--- src/rtl/bpred_pkg.sv ---
// Shared types and constants for branch prediction resolution.
// The prediction record is sized by PC_W_DEF. A bpred_resolve instance
// whose PC_W differs from PC_W_DEF would need a matching pred_t.
package bpred_pkg;

  localparam int PC_W_DEF    = 32;
  localparam int TAG_W_DEF   = 20;
  localparam int INSTR_BYTES = 4;

  // One fetch-time prediction carried down the pipeline.
  typedef struct packed {
    logic                taken;
    logic [PC_W_DEF-1:0] target;
  } pred_t;

endpackage

--- src/rtl/bpred_stage_reg.sv ---
// One pipeline register for a prediction record.
// On each clock edge the first matching case applies:
//   rst    -> clear
//   flush  -> clear (flush wins over stall)
//   stall  -> hold
//   else   -> load d
module bpred_stage_reg
  import bpred_pkg::*;
(
  input  logic  clk,
  input  logic  rst,
  input  logic  flush,
  input  logic  stall,
  input  pred_t d,
  output pred_t q
);

  // Clear on reset or flush, hold on stall, otherwise advance.
  always_ff @(posedge clk) begin
    if (rst) begin
      q <= '0;
    end else if (flush) begin
      q <= '0;
    end else if (!stall) begin
      q <= d;
    end
  end

endmodule

--- src/rtl/bpred_resolve.sv ---
// Execute-stage branch prediction resolution.
// Carries each BTB prediction through the D and E registers, compares it in
// E against the actual outcome, raises a redirect on mispredict, and emits
// a BTB write for every taken control transfer.
// Optional macro BPRED_PERF_EN adds saturating control-transfer and
// mispredict counters as extra outputs.
module bpred_resolve
  import bpred_pkg::*;
#(
  parameter int PC_W  = PC_W_DEF,
  parameter int TAG_W = TAG_W_DEF
) (
  input  logic             clk,
  input  logic             rst,
  input  logic             stall_D,
  input  logic             stall_E,
  input  logic             flush_D,
  input  logic             flush_E,
  input  logic             btb_hit_F,
  input  logic [PC_W-1:0]  btb_target_F,
  input  logic             branch_E,
  input  logic             jump_E,
  input  logic             taken_E,
  input  logic [PC_W-1:0]  pc_E,
  input  logic [PC_W-1:0]  pc_target_E,
  output logic             redirect_E,
  output logic [PC_W-1:0]  redirect_pc,
  output logic             btb_wr_en,
  output logic [TAG_W-1:0] btb_wr_tag,
  output logic [PC_W-1:0]  btb_wr_target
`ifdef BPRED_PERF_EN
  ,
  output logic [31:0]      perf_ctrl_cnt,
  output logic [31:0]      perf_mispred_cnt
`endif
);

  pred_t pred_f;
  pred_t pred_d;
  pred_t pred_e;

  logic            actual_taken;
  logic            mis_taken;
  logic            mis_not;
  logic            resolve_ok;
  logic [PC_W-1:0] pc_seq;

  assign pred_f = '{taken: btb_hit_F, target: btb_target_F};

  bpred_stage_reg u_stage_d (
    .clk   (clk),
    .rst   (rst),
    .flush (flush_D),
    .stall (stall_D),
    .d     (pred_f),
    .q     (pred_d)
  );

  bpred_stage_reg u_stage_e (
    .clk   (clk),
    .rst   (rst),
    .flush (flush_E),
    .stall (stall_E),
    .d     (pred_d),
    .q     (pred_e)
  );

  // Sequential PC wraps naturally at the PC width.
  assign pc_seq = pc_E + PC_W'(INSTR_BYTES);

  // Resolve the E-stage instruction against its prediction. A stalled or
  // flushed E slot issues nothing, so each instruction resolves exactly once.
  always_comb begin
    actual_taken  = jump_E | (branch_E & taken_E);
    mis_taken     = actual_taken & (!pred_e.taken || (pred_e.target != pc_target_E));
    mis_not       = pred_e.taken & !actual_taken;
    resolve_ok    = !flush_E & !stall_E;
    redirect_E    = (mis_taken | mis_not) & resolve_ok;
    btb_wr_en     = actual_taken & resolve_ok;
    redirect_pc   = '0;
    btb_wr_tag    = '0;
    btb_wr_target = '0;
    if (redirect_E) begin
      redirect_pc = mis_taken ? pc_target_E : pc_seq;
    end
    if (btb_wr_en) begin
      btb_wr_tag    = pc_E[TAG_W-1:0];
      btb_wr_target = pc_target_E;
    end
  end

`ifdef BPRED_PERF_EN
  logic ctrl_inc;

  // A resolved not-taken branch counts as a control transfer even though
  // it writes nothing to the BTB.
  assign ctrl_inc = btb_wr_en | (branch_E & !taken_E & resolve_ok);

  // Saturating event counters, cleared by reset.
  always_ff @(posedge clk) begin
    if (rst) begin
      perf_ctrl_cnt    <= '0;
      perf_mispred_cnt <= '0;
    end else begin
      if (ctrl_inc && (perf_ctrl_cnt != 32'hFFFF_FFFF)) begin
        perf_ctrl_cnt <= perf_ctrl_cnt + 32'd1;
      end
      if (redirect_E && (perf_mispred_cnt != 32'hFFFF_FFFF)) begin
        perf_mispred_cnt <= perf_mispred_cnt + 32'd1;
      end
    end
  end
`endif

endmodule

--- config.mk ---
export PLATFORM = sky130hd
export DESIGN_NAME = bpred_resolve
export DESIGN_NICKNAME = d
export VERILOG_FILES = /design/src/rtl/bpred_pkg.sv /design/src/rtl/bpred_stage_reg.sv /design/src/rtl/bpred_resolve.sv
export SDC_FILE = /design/constraint.sdc
export NUM_CORES = 1
export LEC_CHECK = 0
export CAP_MARGIN = 40
export CORE_ASPECT_RATIO = 1.2
export CORE_UTILIZATION = 33
export CTS_BUF_LIST = sky130_fd_sc_hd__clkbuf_4
export DETAILED_ROUTE_END_ITERATION = 8
export PLACE_DENSITY = 0.7
export SLEW_MARGIN = 20
export SYNTH_ARGS = -nofsm -noshare
export SYNTH_HDL_FRONTEND = slang
export SYNTH_SLANG_ARGS = --single-unit
--- constraint.sdc ---
create_clock -name clk -period 2 [get_ports clk]
set_clock_uncertainty 0.15 [all_clocks]
set_input_delay 0.4 -clock clk [delete_from_list [all_inputs] [get_ports clk]]
set_output_delay 0.4 -clock clk [all_outputs]
set_load 0.05 [all_outputs]
==> impl_metrics.ini, run 1 <==
[sta]
worstMarginPinSlew_ns = 0.6200
hold_viol_final = 0
max_freq_mhz = 332.9
fin_crit_ns = 3.004
slew_viol_final = 0
fin_ws_ns = -1.004
period_share = 1.502
setup_violations = 34
setup-tns-final_ns = -31.68
slew_headroom = 0.5867
rsz0062_at_grt = yes

[synth]
synthCells = 476
ys_seq_area_frac = 0.3371
syn_area_per_cell_um2 = 8.235
ys_top_cells_by_area = dfxtp_1 (34%), mux2i_1 (17%), xor2_1 (11%)
syn_nets = 583
synth_cell_types = 31
ys_seq_elements = 66
post-synth-top-area-cell = dfxtp_1
synth_top_area_frac = 0.3371
syn_area_um2 = 3920
yosysWarnings = 0

[grt]
grt_first_pass_wirelength_um = 23940
grt_use_total = 0.2561
grt_max_degree = 34
grt_pass1_vias = 4641
gr-total-overflow = 0
antenna_found_initial = 2

[place]
port_buffers = 191
place_hpwl_um = 12700
gp_congestion = 0.8617
detailedPlace.worstSlack_ns = -1.133
dpl.cell_count = 896

[die]
dieArea_um2 = 12320
rows = 43
dieHeight_um = 121.4
initial_core_util = 0.3389
die_w_um = 101.5
ios = 192
coreArea_um2 = 11570

[final_layout]
final_nets = 866
final_cells = 921
utilization = 0.7357
area_growth_pct = 117.1
n_fill_cell = 760
drive_above_1_share = 0.4449

[critical_path]
cp.buffers_inverters = 3
cpPeakStageDelay_ns = 0.50
crit_family = buffers and inverters
critPathKind = in -> out
path_cells = clkdlybuf4s50_1, nand4_1, nor4_2, buf_4, nand3_1, xor2_1, o22ai_4, buf_12
cp.required_ns = 1.45
crit_path_end_kind = primary output
arrival_ns = 2.45
slowest_stage = clkdlybuf4s50_1
path_max_fanout = 4
cp-start-kind = primary input

[pwr]
vdd_drop_max_uv = 424.1
power.leakage_uw = 0.003797
powerDensity_nw_per_um2 = 390.7

[route]
wire_per_inst_um = 17.82
dr_total_vias = 4598
totalWireLength_um = 16420
ant_nets = 0
drtPass1Iterations = 4
drc = 0
via_per_inst = 4.992
drt_iter0_drc = 142

[clock_tree]
cts_max_level = 3
clk_path_buf_depth = 2
cts.sinks = 66
cts_buffers = 9
clk_pin_slew_ns = 0.10
cts-root-buf = clkbuf_4
cts_hold_buf = 0
clkLatencyLatePin_ns = 0.39
cts_tree = yes

[status]
outcome = finished with violations
failed_checks = setup timing

[run]
drv_cap = 0

[min_path]
hp-class = in -> reg
Yosys cell counts:
library cell / count
o21ai_0: 1
dfxtp_1: 66
nor3_2: 1
nand3_1: 12
nor3_1: 4
nor2_1: 71
buf_2: 8
nor4_1: 7
nand2_1: 44
clkbuf_1: 14
nand2b_1: 1
xnor2_1: 12
and3_1: 23
nor4_4: 1
o22ai_1: 31
and4_1: 2
dlygate4sd1_1: 2
or2_2: 2
inv_1: 37
nand4_2: 1
buf_6: 4
nand4_1: 10
xor2_1: 47
mux2i_1: 66
o22ai_2: 1
a21o_1: 1
a2111oi_2: 1
nor4_2: 2
buf_1: 1
a21oi_1: 2
ha_1: 1
through the flow:
stage / instance area [um2] / hold slack, ns / total power [uW]
after floorplan: 4280 / 0.3101 / 1884
after global placement: 7969 / 0.3196 / 2541
final: 8511 / 0.2859 / 3325
after detailed placement: 7969 / 0.3357 / 2562
after global routing: 8511 / 0.2748 / 3457
after CTS: 8292 / 0.2567 / 3308
layout by cell type, fill, tap and decap left out, drive strengths merged, types with 13 or more instances in the layout:
master / n
mux2i: 66
xor2: 47
buf: 202
nor2: 71
nand2: 44
clkdlybuf4s50: 90
dfxtp: 66
o22ai: 32
inv: 37
and3: 23
clkbuf: 13
power by group:
part / leakage [uW] / internal, uW / switching [uW]
logic: 0.00320 / 646 / 628
clock network: 0.0000614 / 296 / 398
registers: 0.000536 / 1340 / 16.9
state kept, by name, summed over array words and instances (netlist names):
signal	cells
u_stage_e.q	33
u_stage_d.q	33
tightest hold or removal path: cells and delay by family:
family / cells / cell delay [ns]
AND/OR/NAND/NOR: 1 / 0.07
multiplexers: 1 / 0.14
buffers and inverters: 1 / 0.18
per-layer routing:
layer	vias to the layer above	GRT usage	wire [um]	part of all wire
li1	2188	-	-	-
met3	66	0.03053	745	0.045
met4	0	0.1558	827	0.050
met2	211	0.4681	8679	0.53
met1	2133	0.2774	6162	0.38
met5	-	0	0	0
cells by family after synthesis:
group | Yosys count | synth area share
compound gates | 37 | 0.06224
fa+ha+maj | 1 | 0.003191
simple gates | 181 | 0.2212
xor+xnor | 59 | 0.1318
buf+inv | 66 | 0.07596
mux | 66 | 0.1685
flops | 66 | 0.3371
repair_timing:
action                     4_1_cts  5_1_grt
gates cloned                     4        0
gates resized for setup         88       61
setup endpoints to repair       86       73
pin swaps                        7        3
setup buffers                    3        3
final timing paths:
path	from	end	slack, ns	cells after the start
worst max-delay path	pc_E[10]	redirect_pc[19]	-1.00	8
worst max register to register	u_stage_e.q[1]$_SDFFE_PP0N_	u_stage_e.q[1]$_SDFFE_PP0N_	1.05	3
worst min-delay path	stall_D	u_stage_d.q[14]$_SDFFE_PP0N_	0.29	3
worst min register to register	u_stage_d.q[19]$_SDFFE_PP0N_	u_stage_e.q[19]$_SDFFE_PP0N_	0.34	2
cell type report:
type	count	area, um2	area share
Clock buffer	13	97.59	0.01147
Tap cell	157	196.4	0.02308
Clock inverter	1	3.754	0.0004410
Sequential cell	66	1323	0.1554
Antenna cell	2	5.005	0.0005881
Timing Repair Buffer	301	3769	0.4428
Inverter	37	163.9	0.01926
Multi-Input combinational cell	344	2953	0.3470
Note: power is estimated with default switching activity, not from simulation.
==> run 2: changes to the inputs <==
--- a/config.mk
+++ b/config.mk
@@ -6,11 +6,13 @@
 export NUM_CORES = 1
 export LEC_CHECK = 0
 export CAP_MARGIN = 40
+export CELL_PAD_IN_SITES_DETAIL_PLACEMENT = 1
+export CELL_PAD_IN_SITES_GLOBAL_PLACEMENT = 2
 export CORE_ASPECT_RATIO = 1.2
-export CORE_UTILIZATION = 33
+export CORE_UTILIZATION = 20
 export CTS_BUF_LIST = sky130_fd_sc_hd__clkbuf_4
 export DETAILED_ROUTE_END_ITERATION = 8
-export PLACE_DENSITY = 0.7
+export PLACE_DENSITY_LB_ADDON = 0.1
 export SLEW_MARGIN = 20
 export SYNTH_ARGS = -nofsm -noshare
 export SYNTH_HDL_FRONTEND = slang
==> run 2 against run 1 <==
  * The flow still finishes with violations (setup timing)
  * Wire length up 11%
  * Global-route usage down 7.2 points
  * Clock power shrank 0.9%
  * Count of clock-buffer cells in the layout shrank 3
  * Final cell count increased by 11%
  * Highest routed layer unchanged
  * Combinational power barely moved
  * Total power increased by 0.63%
  * Sequential power about the same
  * Critical path depth grew 2
  * Largest cell class unchanged
==> impl_metrics.ini, run 2 (synthesis results as in run 1) <==
[critical_path]
crit_path_start = pc_target_E[0]
critPathKind = in -> out
cp.required_ns = 1.45
arrival_ns = 2.49
crit_path_end_kind = primary output
timing.rr.start = u_stage_e.q[31]$_SDFFE_PP0N_
r2r_slack_ns = 1.04
cp-start-kind = primary input
reg2reg_depth = 3
cp-endpoint = redirect_pc[17]
path_max_fanout = 6
reg2reg_to = u_stage_e.q[31]$_SDFFE_PP0N_

[route]
totalWireLength_um = 18240
drtPass1Iterations = 4
drt_iter0_drc = 119
via_per_inst = 4.316
wire_per_inst_um = 17.86
dr_total_vias = 4407
drc = 0
ant_nets = 0

[run]
drv_cap = 0

[sta]
setup-tns-final_ns = -31.89
fin_crit_ns = 3.041
slew_viol_final = 0
max_freq_mhz = 328.8
period_share = 1.521
hold_viol_final = 0
fin_ws_ns = -1.041
setup_violations = 33
worstMarginPinSlew_ns = 0.5810
slew_headroom = 0.6086
rsz0062_at_grt = yes

[grt]
antenna_found_initial = 3
grt_pass1_vias = 4828
gr-total-overflow = 0
grt_first_pass_wirelength_um = 27710
grt_use_total = 0.1840
grt_max_degree = 34

[status]
failed_checks = setup timing
outcome = finished with violations

[final_layout]
stdcell_area_um2 = 8810
drive_above_1_share = 0.4659
reg.largest.list = u_stage_d.q (33), u_stage_e.q (33)
final_nets = 865
mostFrequentLayoutCells = buf_12 (99), clkdlybuf4s50_1 (86), buf_4 (86)
final_common_cell = buf_12
area_growth_pct = 124.7

[pwr]
power_uw = 3346
power.leakage_uw = 0.003907
vdd_drop_max_uv = 322.6
powerDensity_nw_per_um2 = 379.8

[place]
placed_cell_area_um2 = 8045
gp_congestion = 0.8139
port_buffers = 191
place_hpwl_um = 14600

[clock_tree]
cts_max_level = 3
clkLatencyLatePin_ns = 0.40
cts-root-buf = clkbuf_4
clk_path_buf_depth = 2
clk_pin_slew_ns = 0.10
cts_buffers = 9
cts_tree = yes
cts.sinks = 66

[die]
ios = 192
initial_core_util = 0.2056
die_w_um = 129.8
dieHeight_um = 155.4
dieArea_um2 = 20170
coreArea_um2 = 19060
rows = 55

[min_path]
hp-class = reg -> reg
[run 2: metrics by stage]
| stage | std cells | setup WS, ns | hold slack (ns) | utilization |
|---|---|---|---|---|
| final | 1021 | -1.041 | 0.3531 | 0.4622 |
| after global routing | 1019 | -1.118 | 0.3823 | 0.4619 |
| after CTS | 1022 | -1.059 | 0.3572 | 0.4572 |
| after detailed placement | 992 | -1.391 | 0.3313 | 0.4221 |
| after global placement | 992 | -1.381 | 0.3259 | 0.4221 |
| after floorplan | 476 | -0.4694 | 0.3101 | - |
[run 2: worst max-delay path, stage by stage]
cell and delay [ns]:
clkdlybuf4s50_1 0.53, xor2_1 0.20, nor4_2 0.26, nand4_1 0.21, nor4_4 0.19, buf_6 0.18, buf_12 0.13, buf_16 0.14
o22ai_4 0.08, buf_12 0.16
[run 2: what timing repair did]
action | CTS | global route
buffers inserted | 9 | 0
gates resized for setup | 143 | 43
gates cloned | 7 | 0
pin swaps | 11 | 12
hold buffers | 0 | 0
setup endpoints to repair | 86 | 72
[run 2: area by class of cell]
cell class / instances / area (um2)
clock buffer: 10 / 75.07
sequential: 66 / 1329
tap: 256 / 320.3
clock inverter: 5 / 22.52
timing repair buffer: 300 / 3841
fill: 2107 / 10250
multi-input combinational: 344 / 3048
antenna: 3 / 7.507
inverter: 37 / 166.4
[run 2: worst min path at each step]
stage                                       from                      endpoint  slack [ns]  depth (start not counted)
floorplan            u_stage_d.q[0]$_SDFFE_PP0N_   u_stage_e.q[0]$_SDFFE_PP0N_        0.31                          2
global placement    u_stage_d.q[17]$_SDFFE_PP0N_  u_stage_e.q[17]$_SDFFE_PP0N_        0.33                          2
detailed placement  u_stage_d.q[14]$_SDFFE_PP0N_  u_stage_e.q[14]$_SDFFE_PP0N_        0.33                          2
CTS                 u_stage_d.q[25]$_SDFFE_PP0N_  u_stage_e.q[25]$_SDFFE_PP0N_        0.36                          2
global route                             stall_D   u_stage_d.q[9]$_SDFFE_PP0N_        0.38                          4
finish              u_stage_d.q[17]$_SDFFE_PP0N_  u_stage_e.q[17]$_SDFFE_PP0N_        0.35                          2
[run 2: power by group]
| part | internal, uW | total [uW] | switching [uW] | leakage, uW |
|---|---|---|---|---|
| combinational | 663 | 1300 | 638 | 0.00331 |
| sequential | 1340 | 1360 | 17.6 | 0.000537 |
| clock | 249 | 688 | 439 | 0.0000609 |
| total | 2250 | 3350 | 1090 | 0.00391 |
[run 2: layer usage]
| layer | up-vias | global-route usage | share of wire |
|---|---|---|---|
| met5 | - | 0 | 0 |
| met4 | 0 | 0.04485 | 0.011 |
| met3 | 13 | 0.03267 | 0.045 |
| met2 | 116 | 0.3458 | 0.54 |
| met1 | 2098 | 0.2109 | 0.41 |
| li1 | 2180 | - | - |
==> run 3: changes to the inputs <==
--- a/config.mk
+++ b/config.mk
@@ -11,6 +11,7 @@
 export CORE_ASPECT_RATIO = 1.2
 export CORE_UTILIZATION = 20
 export CTS_BUF_LIST = sky130_fd_sc_hd__clkbuf_4
+export CTS_CLUSTER_DIAMETER = 60
 export DETAILED_ROUTE_END_ITERATION = 8
 export PLACE_DENSITY_LB_ADDON = 0.1
 export SLEW_MARGIN = 20
==> results of run 3 <==
No change in the layout: final DEF, timing and power equal those of run 2.
==> edit, RTL diff (flow settings as in run 2) <==
Build with the macro `BPRED_PERF_EN` defined.
--- a/src/rtl/bpred_resolve.sv
+++ b/src/rtl/bpred_resolve.sv
@@ -4,6 +4,8 @@
 // a BTB write for every taken control transfer.
 // Optional macro BPRED_PERF_EN adds saturating control-transfer and
 // mispredict counters as extra outputs.
+`define BPRED_PERF_EN
+
 module bpred_resolve
   import bpred_pkg::*;
 #(
Function (old outputs only; new: perf_ctrl_cnt and perf_mispred_cnt): kept (Yosys induction, for registers that start in step).
==> edit against run 2 <==
The run still ends with setup timing left; final cell count increased by 82%; sequential share of layout area increased by 3.0 points; sequential cell count increased by 64; wire length increased by 97%; via count increased by 88%; combinational power increased by 48%; setup slack got worse by 0.33 ns; final area increased by 75%; synthesized area increased by 86%; core utilization decreased by 3.3 points; total power increased by 94%; largest power group unchanged.
==> edit: results (changes against run 2) <==
| Metric | Value |
|---|---|
| CTS Buf Count | `17 (was 9)` |
| Root buffer cell | `clkbuf_4 (unchanged)` |
| Async set-reset flop share out of synthesis | `0% (unchanged)` |
| Final ANT Viol Nets | `0 (unchanged)` |
| Largest net degree at the start of global routing | `39 (was 34)` |
| Crit end category | `output pin (unchanged)` |
| WHS Path Cells | `3 (was 2)` |
| Static Leak | `6.079 nW (was 3.907 nW)` |
| Global-route wire length before repair | `54080 um (was 27710 um)` |
| Initial drt markers | `191 (was 119)` |
| Setup WS post-layout | `-1.367 ns (was -1.041 ns)` |
| Top cells by area, synth | `dfxtp_1, mux2i_1, nor2_1 (was dfxtp_1, mux2i_1, xor2_1)` |
| Synth cell types | `53 (was 31)` |
| Layout net count | `1477 (was 865)` |
| Seq/Total Area, Yosys | `35.71% (was 33.71%)` |
| Length of the first detailed-routing pass in iterations | `4 (unchanged)` |
| Setup crit start | `u_stage_e.q[23] (was pc_target_E[0])` |
| Hold WC Path Type | `in2reg (was reg2reg)` |
| Placement-stage cell area | `0.01355 mm^2 (was 0.008045 mm^2)` |
| Post-synthesis net count | `979 (was 583)` |
| Commonest cells in the synthesized netlist | `nor2_1, dfxtp_1, mux2i_1 (unchanged)` |
| Clk Latency, worst-skew pair | `0.56 ns (was 0.40 ns)` |
| Final setup vio count | `147 (was 33)` |
| Hold wc startpoint | `rst (was u_stage_d.q[17])` |
| Yosys warns | `0 (unchanged)` |
| # fillers | `3957 (was 2107)` |
| Worst-path clk slew | `0.13 ns (was 0.10 ns)` |
| Layout cells sized above 1 | `53.87% (was 46.59%)` |
| Max FO, Critical Path | `16 (was 6)` |
| Vias in the first global route | `9017 (was 4828)` |
| I/O Buffers | `255 (was 191)` |
| Bufs on Longest Clock Path | `2 (unchanged)` |
| Final global-route overflow total | `0 (unchanged)` |
| Initial antenna violation count | `8 (was 3)` |
| CTS H-tree lvls | `4 (was 3)` |
| WP data arrival | `2.82 ns (was 2.49 ns)` |
| Main synth FF type | `dfxtp_1 (unchanged)` |
| R2R cell count | `12 (was 3)` |
| Top flop regs | `u_stage_d.q: 33 flops, u_stage_e.q: 33 flops (unchanged)` |
| Worst-Margin Slew | `0.7863 ns (was 0.5810 ns)` |
| Failing checks | `setup timing (unchanged)` |
| WL/cell | `19.40 um (was 17.86 um)` |
| Status | `complete, but fails checks (unchanged)` |
| Via Count | `8282 (was 4407)` |
| GPL Wtd Cong | `0.7580 (was 0.8139)` |
| Gr usage total | `19.70% (was 18.40%)` |
| Peak supply drop | `272.7 uV (was 322.6 uV)` |
| Post-DP HPWL | `26470 um (was 14600 um)` |
[edit: changes by cell type after synthesis, moves of 21 or more]
cell             run 2  this run
xnor2_1             12        60
a211oi_1             0        25
xor2_1              47        26
dfxtp_1             66       130
a21oi_1              2        29
o22ai_1             31         0
nor2_1              71       160
and3_1              23        63
[edit: metal layers]
metal	share of wire (%)	vias to the layer above	track usage, %
met5	0.064	-	0
met3	5.3	27	5.652
li1	-	4033	-
met1	38	4055	20.80
met4	1.3	4	6.687
met2	55	163	36.82
[edit: layout make-up]
type,instances,area [um^2],share of cell area [%]
tap,468,585.6,3.804
inverter,22,87.58,0.5690
clock buffer,17,127.6,0.8291
antenna,6,15.01,0.09754
multi-input combinational,669,5727,37.21
sequential,130,2786,18.10
clock inverter,15,181.4,1.179
timing repair buffer,528,5882,38.21
[edit: cells by family (layout without fill, tap and decap cells)]
group | after synthesis | count (layout) | share of synthesized area [%]
AND/OR/NAND/NOR | 409 | 409 | 30.12
XOR/XNOR | 86 | 86 | 10.34
flip-flops | 130 | 130 | 35.71
AO/OA/AOI/OAI | 95 | 95 | 8.431
adder cells (fa/ha/maj) | 3 | 3 | 0.5152
buffers and inverters | 71 | 582 | 4.224
multiplexers | 76 | 76 | 10.66
other | 0 | 6 | 0
[edit: path summary, 6_finish.rpt]
check / to / slack, ns
min reg2reg: u_stage_e.q[18] / 0.35
max reg2reg: perf_mispred_cnt[4] / -0.59
min: perf_mispred_cnt[2] / 0.22
max: redirect_pc[27] / -1.37
[edit: repair_timing]
action / CTS / global route
pin swaps: 96 / 56
gates resized for setup: 161 / 101
endpoints found under the setup margin: 149 / 148
cloned: 16 / 1
buffers inserted: 43 / 18
[edit: where the power goes]
| part | internal (mW) | total, mW | switching (mW) |
|---|---|---|---|
| clock network | 0.877 | 1.99 | 1.11 |
| registers | 2.57 | 2.59 | 0.0214 |
| logic | 0.976 | 1.92 | 0.940 |
| total | 4.42 | 6.50 | 2.08 |
[edit: metrics by stage]
step                setup WS (ns)  cells  total power, mW  TNS [ns]  utilization, %
floorplan                 -0.6645    870            3.396    -24.79               -
global placement           -1.317   1771            4.280   -122.12           37.81
detailed placement         -1.354   1771            4.288   -124.42           37.81
CTS                        -1.402   1849            6.649    -78.72           42.07
global route               -1.537   1855            6.833    -81.88           42.94
finish                     -1.367   1855            6.496    -67.50           42.94
[edit: worst max-delay path: stages, from the launching register on]
cell and delay, ns:
dfxtp_2 0.35, xor2_1 0.15, a221o_1 0.31, nor4_4 0.30
nand2b_1 0.15, o21ai_4 0.18, buf_6 0.16, buf_12 0.16
nor2_1 0.08, a211oi_4 0.21, buf_12 0.18
